**config.mk**
```make
export PLATFORM = sky130hd
export DESIGN_NAME = hazard_control_unit
export DESIGN_NICKNAME = d
export VERILOG_FILES = /design/src/rtl/hazard_control_unit_pkg.sv /design/src/rtl/hazard_control_unit_forwarding_unit.sv /design/src/rtl/hazard_control_unit.sv
export SDC_FILE = /design/constraint.sdc
export NUM_CORES = 1
export LEC_CHECK = 0
export ABC_AREA = 1
export CAP_MARGIN = 20
export CORE_MARGIN = 2
export CORE_UTILIZATION = 42
export DETAILED_ROUTE_END_ITERATION = 8
export GPL_TIMING_DRIVEN = 0
export PLACE_DENSITY = 0.81
export SETUP_SLACK_MARGIN = 0.2
export SLEW_MARGIN = 20
export SYNTH_ARGS = -nofsm -noshare
export SYNTH_HDL_FRONTEND = slang
export SYNTH_HIERARCHICAL = 1
export SYNTH_SLANG_ARGS = --single-unit
export TNS_END_PERCENT = 5
```
**constraint.sdc**
```tcl
create_clock -name CLK -period 1.55 [get_ports CLK]
set_input_delay 0.2325 -clock CLK [delete_from_list [all_inputs] [get_ports CLK]]
set_output_delay 0.2325 -clock CLK [all_outputs]
set_load 0.01 [all_outputs]
```
**src/rtl/hazard_control_unit_pkg.sv**
```systemverilog
// Shared types and helpers for the pipeline hazard control unit.
package hazard_control_unit_pkg;

    localparam int unsigned REG_ADDR_W = 5;

    localparam logic [1:0] RESULT_SRC_LOAD = 2'b01;

    typedef enum logic [1:0] {
        INIT     = 2'd0,
        RUN      = 2'd1,
        MEM_WAIT = 2'd2
    } hazard_state_t;

    typedef enum logic [1:0] {
        FWD_RF  = 2'b00,
        FWD_WB  = 2'b01,
        FWD_MEM = 2'b10
    } forward_sel_t;

    // Pick the youngest in-flight producer of rs; x0 is never forwarded.
    function automatic forward_sel_t fwd_select(
        input logic [REG_ADDR_W-1:0] rs,
        input logic [REG_ADDR_W-1:0] rd_m,
        input logic                  we_m,
        input logic [REG_ADDR_W-1:0] rd_w,
        input logic                  we_w
    );
        if (we_m && (rd_m != '0) && (rd_m == rs)) begin
            return FWD_MEM;
        end
        if (we_w && (rd_w != '0) && (rd_w == rs)) begin
            return FWD_WB;
        end
        return FWD_RF;
    endfunction

endpackage

```
**src/rtl/hazard_control_unit_forwarding_unit.sv**
```systemverilog
// EX-stage operand forwarding selects; forced to register file while disabled.
module hazard_control_unit_forwarding_unit
    import hazard_control_unit_pkg::*;
(
    input  logic                  en_i,
    input  logic [REG_ADDR_W-1:0] rs1_e_i,
    input  logic [REG_ADDR_W-1:0] rs2_e_i,
    input  logic [REG_ADDR_W-1:0] rd_m_i,
    input  logic                  reg_w_en_m_i,
    input  logic [REG_ADDR_W-1:0] rd_w_i,
    input  logic                  reg_w_en_w_i,
    output logic [1:0]            forward_a_o,
    output logic [1:0]            forward_b_o
);

    // Memory-stage producer beats Writeback-stage producer for each operand
    always_comb begin
        forward_a_o = FWD_RF;
        forward_b_o = FWD_RF;
        if (en_i) begin
            forward_a_o = fwd_select(rs1_e_i, rd_m_i, reg_w_en_m_i, rd_w_i, reg_w_en_w_i);
            forward_b_o = fwd_select(rs2_e_i, rd_m_i, reg_w_en_m_i, rd_w_i, reg_w_en_w_i);
        end
    end

endmodule

```
**src/rtl/hazard_control_unit.sv**
```systemverilog
// Pipeline hazard control: post-reset fill, memory-wait stalls, load-use and
// control-hazard stall/flush decode, memory watchdog and EX forwarding.
module hazard_control_unit
    import hazard_control_unit_pkg::*;
#(
    parameter int unsigned FILL_CYCLES = 3,
    parameter int unsigned MEM_TIMEOUT = 16
) (
    input  logic                  CLK,
    input  logic                  RST,
    input  logic [REG_ADDR_W-1:0] RS1_D,
    input  logic [REG_ADDR_W-1:0] RS2_D,
    input  logic [REG_ADDR_W-1:0] RS1_E,
    input  logic [REG_ADDR_W-1:0] RS2_E,
    input  logic [REG_ADDR_W-1:0] RD_E,
    input  logic                  REG_W_En_E,
    input  logic [1:0]            Result_Src_Sel_E,
    input  logic                  PC_Src_Sel_E,
    input  logic [REG_ADDR_W-1:0] RD_M,
    input  logic [REG_ADDR_W-1:0] RD_W,
    input  logic                  REG_W_En_M,
    input  logic                  REG_W_En_W,
    input  logic                  MEM_Req_M,
    input  logic                  MEM_Ready_M,
    output logic                  Stall_F,
    output logic                  Stall_D,
    output logic                  Stall_E,
    output logic                  Stall_M,
    output logic                  Flush_D,
    output logic                  Flush_E,
    output logic                  Flush_W,
    output logic [1:0]            Forward_A_E,
    output logic [1:0]            Forward_B_E,
    output logic                  MEM_Timeout
);

    localparam int unsigned FILL_W = $clog2(FILL_CYCLES + 1);
    localparam int unsigned WAIT_W = $clog2(MEM_TIMEOUT);
    localparam logic [FILL_W-1:0] FILL_LAST = FILL_W'(FILL_CYCLES - 1);
    localparam logic [WAIT_W-1:0] WAIT_LAST = WAIT_W'(MEM_TIMEOUT - 1);

    hazard_state_t     state_q, state_d;
    logic [FILL_W-1:0] fill_q, fill_d;
    logic [WAIT_W-1:0] wait_q, wait_d;
    logic              timeout_q, timeout_d;
    logic              mem_hold;
    logic              decode_en;
    logic              load_use;

    // State, counters and sticky watchdog flag
    always_ff @(posedge CLK or negedge RST) begin
        if (!RST) begin
            state_q   <= INIT;
            fill_q    <= '0;
            wait_q    <= '0;
            timeout_q <= 1'b0;
        end else begin
            state_q   <= state_d;
            fill_q    <= fill_d;
            wait_q    <= wait_d;
            timeout_q <= timeout_d;
        end
    end

    // Next state plus Mealy stall/flush decode
    always_comb begin
        state_d   = state_q;
        fill_d    = fill_q;
        wait_d    = wait_q;
        mem_hold  = 1'b0;
        decode_en = 1'b0;
        Stall_F   = 1'b0;
        Stall_D   = 1'b0;
        Stall_E   = 1'b0;
        Stall_M   = 1'b0;
        Flush_D   = 1'b0;
        Flush_E   = 1'b0;
        Flush_W   = 1'b0;
        load_use  = REG_W_En_E && (Result_Src_Sel_E == RESULT_SRC_LOAD) &&
                    (RD_E != '0) && ((RD_E == RS1_D) || (RD_E == RS2_D));

        unique case (state_q)
            INIT: begin
                Stall_F = 1'b1;
                Flush_D = 1'b1;
                Flush_E = 1'b1;
                Flush_W = 1'b1;
                if (fill_q == FILL_LAST) begin
                    state_d = RUN;
                    fill_d  = '0;
                end else begin
                    fill_d = fill_q + FILL_W'(1);
                end
            end
            RUN: begin
                if (MEM_Req_M && !MEM_Ready_M) begin
                    mem_hold = 1'b1;
                    state_d  = MEM_WAIT;
                    wait_d   = WAIT_W'(1);
                end else begin
                    decode_en = 1'b1;
                end
            end
            MEM_WAIT: begin
                if (!MEM_Ready_M) begin
                    mem_hold = 1'b1;
                    if (wait_q != WAIT_LAST) begin
                        wait_d = wait_q + WAIT_W'(1);
                    end
                end else begin
                    // Release cycle: pipeline advances, so Execute hazards apply again
                    decode_en = 1'b1;
                    state_d   = RUN;
                    wait_d    = '0;
                end
            end
            default: begin
                state_d = INIT;
                fill_d  = '0;
                wait_d  = '0;
            end
        endcase

        if (mem_hold) begin
            Stall_F = 1'b1;
            Stall_D = 1'b1;
            Stall_E = 1'b1;
            Stall_M = 1'b1;
            Flush_W = 1'b1;
        end else if (decode_en) begin
            if (PC_Src_Sel_E) begin
                Flush_D = 1'b1;
                Flush_E = 1'b1;
            end else if (load_use) begin
                Stall_F = 1'b1;
                Stall_D = 1'b1;
                Flush_E = 1'b1;
            end
        end

        timeout_d = timeout_q | (wait_d == WAIT_LAST);
    end

    assign MEM_Timeout = timeout_q;

    // Operand forwarding, inactive during pipeline fill
    hazard_control_unit_forwarding_unit u_fwd (
        .en_i         (state_q != INIT),
        .rs1_e_i      (RS1_E),
        .rs2_e_i      (RS2_E),
        .rd_m_i       (RD_M),
        .reg_w_en_m_i (REG_W_En_M),
        .rd_w_i       (RD_W),
        .reg_w_en_w_i (REG_W_En_W),
        .forward_a_o  (Forward_A_E),
        .forward_b_o  (Forward_B_E)
    );

endmodule

```
* After elaboration in Yosys (flattened, before gate mapping)
Index checks and enable logic that the tools add are counted.
** Storage, ports and cells
- Register bits :: 9
- Output and inout bits :: 12
** Cells by class
- Add/sub/neg operators :: 2
- Equal/unequal tests :: 15
- Multiplexer cells :: 53
- Bitwise gates (word level) :: 1
- Reduce and logical (&&, ||, !) cells :: 19
** Operators by type and width (count)
- 1-bit 2-to-1 mux :: 31
- 5-bit equality test :: 6
- 2-bit 2-to-1 mux :: 14
- 5-bit nonzero test :: 3
- 4-bit 2-to-1 mux :: 3
- 4-bit one-hot mux with 3 select lines :: 1
- 1-bit logical AND :: 10
- 2-bit != test (second input constant) :: 3
- 2-bit one-hot mux with 3 select lines :: 1
- 4-bit by 1-bit adder with 4-bit output (second input constant) :: 1
- 2-bit by 1-bit equality test with 1-bit output (second input constant) :: 2
- 2-bit equality test (second input constant) :: 2
- 4-bit equality test (second input constant) :: 1
- 4-bit != test (second input constant) :: 1
- 1-bit one-hot mux with 2 select lines :: 2
- 2-bit one-hot mux with 2 select lines :: 1
- 3-bit AND reduction :: 1
- 2-bit by 1-bit adder with 2-bit output (second input constant) :: 1
- 2-bit logical NOT :: 1
- 2-bit nonzero test :: 1
- 2-bit OR reduction :: 1
- 1-bit logical NOT :: 1
- 1-bit logical OR :: 1
- 1-bit bitwise OR :: 1

* Longest topological paths before layout
- Depth in word-level cells :: 10
- Depth in mapped cells :: 10
- Mapped depth without buffers :: 10

* Cells and area by module
The synthesis kept the hierarchy.
** Modules (own cells, without submodules)
- hazard_control_unit :: times used 1, cells each 151, area each 870.8 um2, sequential area each 225.2 um2
- hazard_control_unit_forwarding_unit :: times used 1, cells each 96, area each 396.6 um2, sequential area each 0.0 um2

* Least setup slack after synthesis
No wires, ideal clock.
- Path type :: register to output
- Start :: reg state_q[1]
- End :: out Stall_F
- Data arrival time :: 1.332 ns
- Data required time :: 1.317 ns
- Path slack :: -0.014 ns
- Stages on the path, launching flop included :: 9
- Path buffers :: 0
- Path through :: dfrtp_1 > inv_1 > ha_1 > nand3_1 > nand2_1 > inv_1 > nor2_1 > inv_1 > nand3_1
** Between the ends
- Longest elaborated chain between the ends :: 6
** Ends and longest elaborated chain
- start: declaration :: line hazard_control_unit.sv:42 : hazard_state_t state_q, state_d;
- start signal: assignment :: line hazard_control_unit.sv:58 : state_q <= state_d;
- 2-bit logical NOT :: line hazard_control_unit.sv:82 : unique case (state_q)
- 1-bit 2-to-1 mux :: line hazard_control_unit.sv:82
- 1-bit 2-to-1 mux :: line hazard_control_unit.sv:134 : end else if (load_use) begin
- 1-bit 2-to-1 mux :: line hazard_control_unit.sv:131 : if (PC_Src_Sel_E) begin
- 1-bit 2-to-1 mux :: line hazard_control_unit.sv:130 : end else if (decode_en) begin
- 1-bit 2-to-1 mux * :: line hazard_control_unit.sv:124 : if (mem_hold) begin
- end: declaration :: line hazard_control_unit.sv:25 : output logic Stall_F,
Every way passes the cells marked *; elsewhere a longest branch is shown, timed or not.

* Final worst setup path
- Start :: reg state_q[1]
- End :: out Flush_E
** Between the ends
- Longest elaborated chain between the ends :: 6
** Ends and longest elaborated chain
- 2-bit logical NOT :: line hazard_control_unit.sv:82
- 1-bit 2-to-1 mux :: line hazard_control_unit.sv:82
- 1-bit 2-to-1 mux :: line hazard_control_unit.sv:134
- 1-bit 2-to-1 mux :: line hazard_control_unit.sv:131
- 1-bit 2-to-1 mux :: line hazard_control_unit.sv:130
- 1-bit 2-to-1 mux * :: line hazard_control_unit.sv:124
- end: declaration :: line hazard_control_unit.sv:30 : output logic Flush_E,
Marks and branches as above.

==> flow_metrics.env <==
export IMPL_status="finished, violations left"
export IMPL_violations="DRC, setup timing"
export IMPL_core_um2=2810
export IMPL_initial_core_util_pct=45.2
export IMPL_end_kind="output pin"
export IMPL_antennaDiodeCount=0
export IMPL_grt_pass1_vias=1455
export IMPL_ys_ff_latch=9
export IMPL_overflow=0
export IMPL_crit_required_ps=1320
export IMPL_routedWlPerCell_um=10.4
export IMPL_worst_setup_path_start_kind="register"
export IMPL_r2r_cells=11
export IMPL_antenna_found_initial=0
export IMPL_r2r_start="state_q[1]$_DFFE_PN0P_"
export IMPL_htreeDepth=1
export IMPL_cts_buffer_depth=2
export IMPL_synthTopCellsByCount="nand2_1 (102), inv_1 (45), nor2_1 (30)"
export IMPL_cp_depth=9
export IMPL_wirelength_mm=3.58
export IMPL_die_area_um2=3470
export IMPL_fin_hold_ws_ps=262
export IMPL_die_x_um=58.9
export IMPL_synth_edf_count=0
export IMPL_dp_cells=334
export IMPL_synth_top_cell_by_area="nand2_1"
export IMPL_multi_input_area_um2=953
export IMPL_grt_max_degree=10
export IMPL_synthCells=247
export IMPL_setup_ws_ps=-258
export IMPL_track_usage_pct=21.3
export IMPL_slowest_delay_ps=410
export IMPL_tightest_slew_ps=377
export IMPL_cts_tree="done"
export IMPL_slowest_stage="dfrtp_1"
export IMPL_path_class="register to output pin"
export IMPL_die_h_um=58.9
export IMPL_drive_gt1_share_pct=19.6
export IMPL_cap_violations=0
export IMPL_synth_area_leaders="nand2_1 (30%), dfrtp_1 (18%), inv_1 (13%)"
export IMPL_max_slew_margin_rel_pct=74.8
export IMPL_layoutNonFillerInstCount=343
export IMPL_synth_top_area_share_pct=30.2
export IMPL_regArea_um2=225
export IMPL_grt_pass1_wl_mm=5.77
export IMPL_final_net_count=363
export IMPL_min_path_type="primary input to asynchronous set/reset pin"
export IMPL_max_freq_mhz=553
export IMPL_fin_crit_sh_pct=117
export IMPL_vias=1588
export IMPL_slew_violations=0
export IMPL_async_reset_ff_share_pct=100
export IMPL_drtAntennaViolNets=0
export IMPL_critical_path_buf_inv_count=2
export IMPL_drc=5
export IMPL_cts_root_buffer="clkbuf_4"
export IMPL_arrival_ps=1580
export IMPL_rows=19
export IMPL_synthDistinctLibCells=21
export IMPL_cp_startpoint="state_q[1]$_DFFE_PN0P_"
export IMPL_rsz0062_at_grt="yes"
export IMPL_clk_latency_ps=250
export IMPL_dp_hpwl_mm=2.86
export IMPL_clock_skew_ps=2.65
export IMPL_finalCriticalPeriod_ps=1810
export IMPL_crit_chain="inv_2 > ha_4 > nand2_4 > nand2_2 > nand2_2 > nor2_2 > nand3_1 > nand3_1 > buf_2"
export IMPL_ctsHoldBuffers=0
export IMPL_yosysSeqAreaShare_pct=17.8
export IMPL_cts_sinks=9
export IMPL_clkSlewWorstSetupHoldPaths_ps=50
export IMPL_ir_worst_vdd_uv=1150
export IMPL_nFillCells=250
export IMPL_hold_violations=0
export IMPL_first_iter_violations=55
export IMPL_fin_setup_tns_ps=-1950
export IMPL_cp_max_fo=4
export IMPL_cts_made_buffers=3
export IMPL_synth_warnings=6
export IMPL_powerDensity_nw_per_um2=947
export IMPL_synthesis_area_um2=1270
export IMPL_syn_nets=297
export IMPL_yosysMostFrequentCell="nand2_1"
export IMPL_path_delay_family="simple AND/OR/NAND/NOR gates"
export IMPL_power_leakage_nw=1.14
export IMPL_firstDrtPassIters=6
export IMPL_viasPerCell=4.63
export IMPL_numPortBuffers=56
export IMPL_area_delta_synth_final_pct=59.2
export IMPL_ios=57
export IMPL_synth_area_per_cell_um2=5.13
export IMPL_gp_congestion=0.829
export IMPL_setup_viol=11
export IMPL_ys_flop_type="dfrtp_1"
## final timing paths
check                                        end  slack (ps)
setup / recovery                         Flush_E        -260
hold / removal             MEM_Timeout$_DFF_PN0_         260
setup reg to reg           MEM_Timeout$_DFF_PN0_         110
hold reg to reg            MEM_Timeout$_DFF_PN0_         460
max in group asynchronous  fill_q[1]$_DFFE_PN0N_        1020
min in group CLK           MEM_Timeout$_DFF_PN0_         460
## cell usage in the layout (no fill, tap or decap), types with 7 or more instances in the layout
master / instances
nor2_2: 8
clkdlybuf4s50_1: 36
buf_2: 7
dfrtp_1: 9
nand3_1: 13
nand2_1: 95
inv_2: 11
buf_4: 7
inv_1: 40
nor2_1: 24
nand2_2: 8
## state kept, by name, summed over array words and instances (netlist names)
| register | count |
|---|---|
| MEM_Timeout | 1 |
| wait_q | 4 |
| fill_q | 2 |
| state_q | 2 |
## where the power goes
part           total, mW  leakage, nW  internal (mW)  switching [mW]
clock network      0.169       0.0150         0.0985          0.0707
registers          0.352        0.115          0.298          0.0539
logic               1.39         1.01          0.645           0.746
## layer usage
layer,routed length (um),track usage (%)
met4,53,6.82
met3,213,1.98
met5,0,0
met2,1720,39.0
met1,1600,26.0
## metrics by stage
step	setup slack, ps	total power [mW]	area (um2)	utilization [%]
floorplan	136	1.10	1310	-
global placement	-653	1.56	1910	68.0
detailed placement	-652	1.58	1910	68.0
CTS	-225	1.86	1970	70.1
global route	-345	2.08	2020	71.9
finish	-258	1.91	2020	71.9
## cells by family (layout without fill, tap and decap cells)
kind of cell | count (synthesis) | in the layout | synth area share [%]
simple gates | 160 | 160 | 51.2
xor+xnor | 5 | 5 | 3.45
compound gates | 14 | 14 | 6.22
fa+ha+maj | 5 | 5 | 4.94
flops | 9 | 9 | 17.8
buf+inv | 54 | 119 | 16.4
## layout make-up
class,instances,area share [%]
sequential,9,11.2
buffer,1,0.372
tap,31,1.92
multi-input combinational,184,47.2
timing repair buffer,61,28.0
inverter,53,10.0
clock buffer,4,1.30
## timing repair
| item | in CTS | in global routing |
|---|---|---|
| setup endpoints to repair | 14 | 18 |
| pin swaps | 17 | 5 |
| gates resized for setup | 66 | 11 |
| setup buffers | 4 | 1 |
Power figures use the tool's default switching activity.
